**src/rtl/seg7_pkg.sv**
```systemverilog
// Shared constants and types for the multiplexed 7-segment scan driver.
package seg7_pkg;

  typedef enum logic {
    ST_BLANK = 1'b0,
    ST_ON    = 1'b1
  } state_e;

  localparam int unsigned SEG_W = 7;

  // Active-low patterns, bit 6 = segment a ... bit 0 = segment g
  localparam logic [SEG_W-1:0] SEG_OFF = 7'b1111111;
  localparam logic [SEG_W-1:0] SEG_TABLE [16] = '{
    7'b0000001, 7'b1001111, 7'b0010010, 7'b0000110,
    7'b1001100, 7'b0100100, 7'b0100000, 7'b0001111,
    7'b0000000, 7'b0000100, 7'b0001000, 7'b1100000,
    7'b0110001, 7'b1000010, 7'b0110000, 7'b0111000
  };

endpackage

```
**src/rtl/seg7_scan_driver_if.sv**
```systemverilog
// Display register side of the scan driver: hex word, masks, load strobe and pin outputs.
interface seg7_scan_driver_if #(
  parameter int unsigned N_DIGITS = 8
);

  logic [4*N_DIGITS-1:0] value;
  logic [N_DIGITS-1:0]   dp_in;
  logic [N_DIGITS-1:0]   dig_en;
  logic                  lz_blank;
  logic                  load;
  logic [6:0]            seg;
  logic                  dp;
  logic [N_DIGITS-1:0]   an;
  logic                  frame_done;

  modport master (
    output value, dp_in, dig_en, lz_blank, load,
    input  seg, dp, an, frame_done
  );

  modport slave (
    input  value, dp_in, dig_en, lz_blank, load,
    output seg, dp, an, frame_done
  );

endinterface

```
**src/rtl/seg7_hex_decode.sv**
```systemverilog
// Combinational hex nibble to 7-segment pattern, output polarity selectable.
module seg7_hex_decode
  import seg7_pkg::*;
#(
  parameter bit ACTIVE_LOW = 1'b1
) (
  input  logic [3:0]       i_nibble,
  output logic [SEG_W-1:0] o_seg_c
);

  always_comb begin
    o_seg_c = SEG_TABLE[i_nibble];
    if (!ACTIVE_LOW) o_seg_c = ~SEG_TABLE[i_nibble];
  end

endmodule

```
**src/rtl/seg7_scan_driver.sv**
```systemverilog
// Time-multiplexed N-digit 7-segment driver with double-buffered display data,
// blanking gaps between digits and optional leading-zero suppression.
module seg7_scan_driver
  import seg7_pkg::*;
#(
  parameter int unsigned N_DIGITS       = 8,
  parameter int unsigned ON_CYCLES      = 50000,
  parameter int unsigned BLANK_CYCLES   = 16,
  parameter bit          SEG_ACTIVE_LOW = 1'b1,
  parameter bit          AN_ACTIVE_LOW  = 1'b1
) (
  input  logic                clk,
  input  logic                rst_n,
  seg7_scan_driver_if.slave   bus
);

  localparam int unsigned MAX_CYC = (ON_CYCLES > BLANK_CYCLES) ? ON_CYCLES : BLANK_CYCLES;
  localparam int unsigned CNT_W   = (MAX_CYC > 1) ? $clog2(MAX_CYC) : 1;
  localparam int unsigned IDX_W   = $clog2(N_DIGITS);
  localparam int unsigned VAL_W   = 4 * N_DIGITS;

  localparam logic [CNT_W-1:0]    ON_LAST    = CNT_W'(ON_CYCLES - 1);
  localparam logic [CNT_W-1:0]    BLANK_LAST = CNT_W'(BLANK_CYCLES - 1);
  localparam logic [IDX_W-1:0]    IDX_LAST   = IDX_W'(N_DIGITS - 1);
  localparam logic [SEG_W-1:0]    SEG_DARK   = SEG_ACTIVE_LOW ? SEG_OFF : ~SEG_OFF;
  localparam logic                DP_DARK    = SEG_ACTIVE_LOW;
  localparam logic [N_DIGITS-1:0] AN_DARK    = AN_ACTIVE_LOW ? {N_DIGITS{1'b1}} : {N_DIGITS{1'b0}};

  state_e               r_state,     w_state_nxt;
  logic [CNT_W-1:0]     r_cnt,       w_cnt_nxt;
  logic [IDX_W-1:0]     r_idx,       w_idx_nxt;
  logic                 w_wrap;

  logic [VAL_W-1:0]     r_stg_value, w_stg_value_nxt;
  logic [N_DIGITS-1:0]  r_stg_dp,    w_stg_dp_nxt;
  logic [N_DIGITS-1:0]  r_stg_en,    w_stg_en_nxt;
  logic                 r_stg_lz,    w_stg_lz_nxt;
  logic                 r_pending,   w_pending_nxt;

  logic [VAL_W-1:0]     r_shd_value, w_shd_value_nxt;
  logic [N_DIGITS-1:0]  r_shd_dp,    w_shd_dp_nxt;
  logic [N_DIGITS-1:0]  r_shd_en,    w_shd_en_nxt;
  logic                 r_shd_lz,    w_shd_lz_nxt;

  logic [SEG_W-1:0]     r_seg,       w_seg_nxt;
  logic                 r_dp,        w_dp_nxt;
  logic [N_DIGITS-1:0]  r_an,        w_an_nxt;
  logic                 r_frame_done, w_frame_done_nxt;

  logic [3:0]           w_nib;
  logic [SEG_W-1:0]     w_dec_seg;
  logic [N_DIGITS-1:0]  w_upper_zero;
  logic [N_DIGITS-1:0]  w_onehot;
  logic                 w_lit;

  // Scan sequencing and staging/shadow buffer updates
  always_comb begin
    w_state_nxt     = r_state;
    w_cnt_nxt       = r_cnt + CNT_W'(1);
    w_idx_nxt       = r_idx;
    w_wrap          = 1'b0;
    w_stg_value_nxt = r_stg_value;
    w_stg_dp_nxt    = r_stg_dp;
    w_stg_en_nxt    = r_stg_en;
    w_stg_lz_nxt    = r_stg_lz;
    w_pending_nxt   = r_pending;
    w_shd_value_nxt = r_shd_value;
    w_shd_dp_nxt    = r_shd_dp;
    w_shd_en_nxt    = r_shd_en;
    w_shd_lz_nxt    = r_shd_lz;

    case (r_state)
      ST_BLANK: begin
        if (r_cnt == BLANK_LAST) begin
          w_state_nxt = ST_ON;
          w_cnt_nxt   = '0;
        end
      end
      ST_ON: begin
        if (r_cnt == ON_LAST) begin
          w_state_nxt = ST_BLANK;
          w_cnt_nxt   = '0;
          if (r_idx == IDX_LAST) begin
            w_idx_nxt = '0;
            w_wrap    = 1'b1;
          end else begin
            w_idx_nxt = r_idx + IDX_W'(1);
          end
        end
      end
      default: begin
        w_state_nxt = ST_BLANK;
        w_cnt_nxt   = '0;
      end
    endcase

    if (bus.load) begin
      w_stg_value_nxt = bus.value;
      w_stg_dp_nxt    = bus.dp_in;
      w_stg_en_nxt    = bus.dig_en;
      w_stg_lz_nxt    = bus.lz_blank;
    end

    // A load landing on the wrap edge bypasses staging so it is not a frame late
    if (w_wrap && bus.load) begin
      w_shd_value_nxt = bus.value;
      w_shd_dp_nxt    = bus.dp_in;
      w_shd_en_nxt    = bus.dig_en;
      w_shd_lz_nxt    = bus.lz_blank;
      w_pending_nxt   = 1'b0;
    end else if (bus.load) begin
      w_pending_nxt   = 1'b1;
    end else if (w_wrap && r_pending) begin
      w_shd_value_nxt = r_stg_value;
      w_shd_dp_nxt    = r_stg_dp;
      w_shd_en_nxt    = r_stg_en;
      w_shd_lz_nxt    = r_stg_lz;
      w_pending_nxt   = 1'b0;
    end
  end

  assign w_nib    = w_shd_value_nxt[{w_idx_nxt, 2'b00} +: 4];
  assign w_onehot = N_DIGITS'(1) << w_idx_nxt;

  seg7_hex_decode #(
    .ACTIVE_LOW (SEG_ACTIVE_LOW)
  ) u_dec (
    .i_nibble (w_nib),
    .o_seg_c  (w_dec_seg)
  );

  // Pin values for the upcoming cycle; registered below alongside the state
  always_comb begin
    logic run;
    run          = 1'b1;
    w_upper_zero = '0;
    for (int i = int'(N_DIGITS) - 1; i >= 0; i--) begin
      run             = run && (w_shd_value_nxt[4*i +: 4] == 4'h0);
      w_upper_zero[i] = run;
    end

    w_lit = (w_state_nxt == ST_ON) && w_shd_en_nxt[w_idx_nxt] &&
            !(w_shd_lz_nxt && (w_idx_nxt != '0) && w_upper_zero[w_idx_nxt]);

    w_an_nxt  = AN_DARK;
    w_seg_nxt = SEG_DARK;
    w_dp_nxt  = DP_DARK;
    if (w_lit) begin
      w_an_nxt  = AN_DARK ^ w_onehot;
      w_seg_nxt = w_dec_seg;
      w_dp_nxt  = w_shd_dp_nxt[w_idx_nxt] ? ~DP_DARK : DP_DARK;
    end

    w_frame_done_nxt = (w_state_nxt == ST_ON) && (w_idx_nxt == IDX_LAST) &&
                       (w_cnt_nxt == ON_LAST);
  end

  always_ff @(posedge clk or negedge rst_n) begin
    if (!rst_n) begin
      r_state      <= ST_BLANK;
      r_cnt        <= '0;
      r_idx        <= '0;
      r_stg_value  <= '0;
      r_stg_dp     <= '0;
      r_stg_en     <= '0;
      r_stg_lz     <= 1'b0;
      r_pending    <= 1'b0;
      r_shd_value  <= '0;
      r_shd_dp     <= '0;
      r_shd_en     <= '0;
      r_shd_lz     <= 1'b0;
      r_seg        <= SEG_DARK;
      r_dp         <= DP_DARK;
      r_an         <= AN_DARK;
      r_frame_done <= 1'b0;
    end else begin
      r_state      <= w_state_nxt;
      r_cnt        <= w_cnt_nxt;
      r_idx        <= w_idx_nxt;
      r_stg_value  <= w_stg_value_nxt;
      r_stg_dp     <= w_stg_dp_nxt;
      r_stg_en     <= w_stg_en_nxt;
      r_stg_lz     <= w_stg_lz_nxt;
      r_pending    <= w_pending_nxt;
      r_shd_value  <= w_shd_value_nxt;
      r_shd_dp     <= w_shd_dp_nxt;
      r_shd_en     <= w_shd_en_nxt;
      r_shd_lz     <= w_shd_lz_nxt;
      r_seg        <= w_seg_nxt;
      r_dp         <= w_dp_nxt;
      r_an         <= w_an_nxt;
      r_frame_done <= w_frame_done_nxt;
    end
  end

  assign bus.seg        = r_seg;
  assign bus.dp         = r_dp;
  assign bus.an         = r_an;
  assign bus.frame_done = r_frame_done;

endmodule
```
**src/flat_wrapper.sv**
```systemverilog
// flat-port wrapper written by rule: the top's interface ports become plain ports
module seg7_scan_driver_flat import seg7_pkg::*;
#(
  parameter int unsigned N_DIGITS       = 8,
  parameter int unsigned ON_CYCLES      = 50000,
  parameter int unsigned BLANK_CYCLES   = 16,
  parameter bit          SEG_ACTIVE_LOW = 1'b1,
  parameter bit          AN_ACTIVE_LOW  = 1'b1
)
  (clk, rst_n, bus_value, bus_dp_in, bus_dig_en, bus_lz_blank, bus_load, bus_seg, bus_dp, bus_an, bus_frame_done);
  seg7_scan_driver_if #(.N_DIGITS(N_DIGITS)) bus_i ();
  input  logic clk;
  input  logic rst_n;
  input wire logic [$bits(bus_i.value)-1:0] bus_value;
  input wire logic [$bits(bus_i.dp_in)-1:0] bus_dp_in;
  input wire logic [$bits(bus_i.dig_en)-1:0] bus_dig_en;
  input wire logic [$bits(bus_i.lz_blank)-1:0] bus_lz_blank;
  input wire logic [$bits(bus_i.load)-1:0] bus_load;
  output wire logic [$bits(bus_i.seg)-1:0] bus_seg;
  output wire logic [$bits(bus_i.dp)-1:0] bus_dp;
  output wire logic [$bits(bus_i.an)-1:0] bus_an;
  output wire logic [$bits(bus_i.frame_done)-1:0] bus_frame_done;
  assign bus_i.value = bus_value;
  assign bus_i.dp_in = bus_dp_in;
  assign bus_i.dig_en = bus_dig_en;
  assign bus_i.lz_blank = bus_lz_blank;
  assign bus_i.load = bus_load;
  assign bus_seg = bus_i.seg;
  assign bus_dp = bus_i.dp;
  assign bus_an = bus_i.an;
  assign bus_frame_done = bus_i.frame_done;
  seg7_scan_driver #(.N_DIGITS(N_DIGITS), .ON_CYCLES(ON_CYCLES), .BLANK_CYCLES(BLANK_CYCLES), .SEG_ACTIVE_LOW(SEG_ACTIVE_LOW), .AN_ACTIVE_LOW(AN_ACTIVE_LOW)) u_core (.clk(clk), .rst_n(rst_n), .bus(bus_i));
endmodule
```
**config.mk**
```make
export PLATFORM = sky130hd
export DESIGN_NAME = seg7_scan_driver_flat
export DESIGN_NICKNAME = d
export VERILOG_FILES = /design/src/rtl/seg7_pkg.sv /design/src/rtl/seg7_scan_driver_if.sv /design/src/rtl/seg7_hex_decode.sv /design/src/rtl/seg7_scan_driver.sv /design/src/flat_wrapper.sv
export SDC_FILE = /design/constraint.sdc
export NUM_CORES = 1
export LEC_CHECK = 0
export CAP_MARGIN = 0
export CORE_ASPECT_RATIO = 2
export CORE_MARGIN = 2
export CORE_UTILIZATION = 62
export CTS_BUF_LIST = sky130_fd_sc_hd__clkbuf_16
export DETAILED_ROUTE_END_ITERATION = 16
export PLACE_DENSITY = 0.95
export SETUP_SLACK_MARGIN = 0.5
export SLEW_MARGIN = 20
export SYNTH_ARGS = -nofsm -noshare
export SYNTH_HDL_FRONTEND = slang
export SYNTH_SLANG_ARGS = --single-unit
export TNS_END_PERCENT = 50
```
**constraint.sdc**
```tcl
create_clock -name clk -period 6.4 [get_ports clk]
set_input_delay 1.28 -clock clk [delete_from_list [all_inputs] [get_ports clk]]
set_output_delay 1.28 -clock clk [all_outputs]
set_load 0.05 [all_outputs]
```
==> flow_summary.yaml <==
sta:
  crit_path_setup_slack_layout_ps: 1510
  rsz_0062_raised_after_global_routing: "no"
  finalSetupViolCount: 0
  sum_of_negative_setup_slack_ps: 0
  maxSlewHeadroom: 0.403
  hold_viol_final: 0
  fin_crit_sh: 0.763
  worst_clock_skew_ps: 8.18
  max_freq_mhz: 205
  timing_worst_slew_pin_value_ps: 896
  fin_crit_ps: 4890
  timing.final.max_slew_violations: 0
global_routing:
  first_global_vias: 5846
  grt_pass1_wl_um: 30300
  grt_start_max_net_pins: 74
  antenna_found_initial: 0
  groute.usage.overall: 0.330
  grt_busiest_layer: "met2"
  grt_use_met3: 0.0869
  globalRouteMet2Util: 0.560
  grt-ovfl-total: 0
  fraction_of_met1_tracks_used_by_global_routing: 0.356
worst_hold_path:
  hold_path.class: "flip-flop to flip-flop"
  worst_hold_path.endpoint: "u_core.r_cnt[0]$_DFF_PN0_"
  worstHoldPathCells: 1
  hold_start: "u_core.r_cnt[0]$_DFF_PN0_"
cts:
  clock_latency_ps: 430
  postCtsResizedCells: 0
  tritoncts: "built"
  cts_inserted_buffers: 17
  clock_sinks: 136
  cts.htree.levels: 4
  postCtsSetupRepairBufs: 0
  clkTransAtPathRegs_ps: 60
  clock-root-buffer: "clkbuf_16"
  holdBufCountCts: 0
  number_of_buffers_between_clock_root_and_the_deepest_sink: 2
synth:
  synth-main-ff-cell: "dfrtp_1"
  synth_top_area_frac: 0.433
  asyncSetResetFlopFracSynth: 1.00
  post_synth_num_cell_types: 80
  post_synth_inst_count: 642
  mappedNetlistNets: 703
  synth-edff-count: 0
  synth_seq_cells: 136
  synthesis.area_um2: 6940
  yosysSeqAreaShare: 0.494
  netlist.top_cell.by_area: "dfrtp_1"
  average_cell_area_after_synthesis_um2: 10.8
  synth_area_leaders: "dfrtp_1, mux2_2, dfstp_2"
  ys.warnings.count: 0
job:
  cap_viol_max_count: 0
critical_path:
  timing.setup.critical_path_class: "flip-flop to flip-flop"
  worst-r2r-setup-slack_ps: 1510
  crit_required_ps: 6700
  critical_path.reg2reg.startpoint: "u_core.r_cnt[0]$_DFF_PN0_"
  worstSetupEndpointType: "flip-flop"
  r2r.worst_path.cells: 14
  critical_path.max_fanout: 17
  critical_path_startpoint_category: "flip-flop"
  worst-endpoint-arrival_ps: 5190
  r2r_end: "u_core.bus.seg[0]$_DFF_PN1_"
detailed_routing:
  antenna_left: 0
  wire_per_inst_um: 22.6
  vias: 5787
  dr.pass1.iters: 12
  initialDrtViolationCount: 659
  via_density_per_instance: 6.85
  route.detailed.drc: 0
  wirelength_um: 19100
floorplanning:
  ios: 69
  start_util: 0.638
  die-width_um: 78.8
  die_height_um: 154
  core_area_um2: 10900
  num_rows: 54
  fp.dieArea_um2: 12100
power_and_ir_drop:
  switching_share: 0.227
  power.switching_uw: 478
  power_density_nw_per_um2: 255
  p_comb_frac: 0.069
  seq_power_share: 0.438
  leakagePower_nw: 3.55
  power_mw: 2.10
  p_int_mw: 1.62
  ir_drop_uv: 240
  pwr-share-clk: 0.493
placed_design:
  portBuffers: 68
  placement.setup.worst_slack_ps: 1340
  placed_cell_count: 813
  routabilityCongestion: 0.961
  dp.final_hpwl_um: 12700
  detailed_place.area_um2: 7610
layout:
  final_layout_size_suffix_gt1_frac: 0.189
  nNetsFinal: 753
  area.sequential_um2: 3420
  multi_input_area_um2: 3260
  final_design_area_no_fill_um2: 8240
  antennaDiodeCount: 0
  area_growth_syn_to_layout_pct: 18.8
  finalNonFillerCells: 845
  fillerInstances: 674
outcome:
  status: "completed"
## through the flow
stage,hold WS (ps),utilization
6_report,485,0.757
5_1_grt,514,0.757
4_1_cts,490,0.757
3_5_place_dp,483,0.700
3_3_place_gp,461,0.700
2_1_floorplan,448,-
## critical path: stages (launching register included)
cell and delay (ps):
dfrtp_1 380, ha_1 200, and3_1 310, nand3_1 450
o21ai_0 390, and2_1 720, inv_2 280, a21oi_1 210
a22oi_1 130, a21oi_1 540, inv_1 170, ha_1 280
or3_1 410, o211ai_1 100, o311ai_0 150
## state kept, by name, summed over array words and instances, names as in the netlist
signal                 cells
u_core.r_shd_value        32
u_core.r_stg_value        32
u_core.r_cnt              16
u_core.bus.an              8
u_core.r_shd_dp            8
u_core.r_shd_en            8
u_core.r_stg_dp            8
u_core.r_stg_en            8
u_core.bus.seg             7
u_core.r_idx               3
u_core.bus.dp              1
u_core.bus.frame_done      1
u_core.r_pending           1
u_core.r_shd_lz            1
u_core.r_state             1
u_core.r_stg_lz            1
## placed cells by master, fill, tap and decap left out, types with 11 or more instances in the layout
| cell | count |
|---|---|
| mux2_2 | 50 |
| dfrtp_1 | 120 |
| o21ai_0 | 17 |
| mux2i_1 | 23 |
| nor2_1 | 70 |
| a22oi_1 | 15 |
| and3_1 | 12 |
| clkdlybuf4s50_1 | 66 |
| o2bb2ai_1 | 11 |
| nand2_1 | 33 |
| a21oi_1 | 28 |
| dfstp_2 | 16 |
| clkbuf_16 | 17 |
| nor3_1 | 13 |
| nand3_1 | 25 |
## worst max-delay path by stage
stage	slack [ps]	from	end
final	1510	u_core.r_cnt[0]$_DFF_PN0_	u_core.bus.seg[0]$_DFF_PN1_
after global routing	1340	u_core.r_cnt[0]$_DFF_PN0_	u_core.bus.seg[0]$_DFF_PN1_
after CTS	1600	u_core.r_cnt[0]$_DFF_PN0_	u_core.bus.seg[0]$_DFF_PN1_
after detailed placement	1340	bus_load	u_core.bus.seg[0]$_DFF_PN1_
after global placement	1560	bus_load	u_core.bus.seg[0]$_DFF_PN1_
after floorplan	2700	bus_load	u_core.bus.seg[0]$_DFF_PN1_
## layer usage
layer / wire [um] / part of all wire
met5: 0 / 0
met2: 9960 / 0.52
met1: 6380 / 0.33
met4: 1400 / 0.074
met3: 1320 / 0.069
## power by group through the flow
stage,Combinational (mW),Sequential [mW],Clock (mW)
finish,0.144,0.921,1.04
global route,0.155,0.923,1.08
CTS,0.144,0.920,1.04
detailed placement,0.142,0.934,0
global placement,0.137,0.931,0
floorplan,0.0719,0.927,0
## kinds of logic (layout without fill, tap and decap cells)
| kind of cell | count (synthesis) | count (layout) | synth area share |
|---|---|---|---|
| xor+xnor | 14 | 14 | 0.0177 |
| simple gates | 202 | 202 | 0.151 |
| buf+inv | 54 | 117 | 0.0377 |
| compound gates | 154 | 154 | 0.169 |
| mux | 73 | 73 | 0.114 |
| fa+ha+maj | 9 | 9 | 0.0162 |
| flops | 136 | 136 | 0.494 |
## synthesized netlist by cell type (3+ instances only)
| cell | number |
|---|---|
| a22oi_1 | 15 |
| o21a_1 | 7 |
| nor2b_1 | 3 |
| buf_2 | 13 |
| inv_1 | 8 |
| nor4_1 | 8 |
| nand4_1 | 7 |
| a211oi_1 | 6 |
| clkbuf_1 | 12 |
| o21ai_0 | 17 |
| nor2_1 | 70 |
| mux2_2 | 50 |
| ha_1 | 9 |
| buf_1 | 9 |
| and4_1 | 4 |
| a221o_1 | 3 |
| xor2_1 | 8 |
| o2bb2ai_1 | 11 |
| o32a_1 | 3 |
| a21oi_1 | 28 |
| nor3_1 | 14 |
| buf_4 | 5 |
| and2_1 | 5 |
| xnor2_1 | 6 |
| mux2i_1 | 23 |
| dfrtp_1 | 120 |
| a21boi_0 | 5 |
| a221oi_1 | 3 |
| o22ai_1 | 6 |
| a31oi_1 | 5 |
| and3_1 | 12 |
| buf_6 | 3 |
| dfstp_2 | 16 |
| nand3b_1 | 3 |
| nand2_1 | 33 |
| o211ai_1 | 9 |
| nand3_1 | 25 |
| o221a_2 | 3 |
## layout make-up
cell class | instances | area share
well taps | 140 | 0.0213
repair buffers | 74 | 0.0872
multi-input cells | 452 | 0.395
clock inverters | 15 | 0.0241
flip-flops and latches | 136 | 0.415
inverters | 11 | 0.00501
clock buffers | 17 | 0.0516
(Power assumes the default switching activity.)
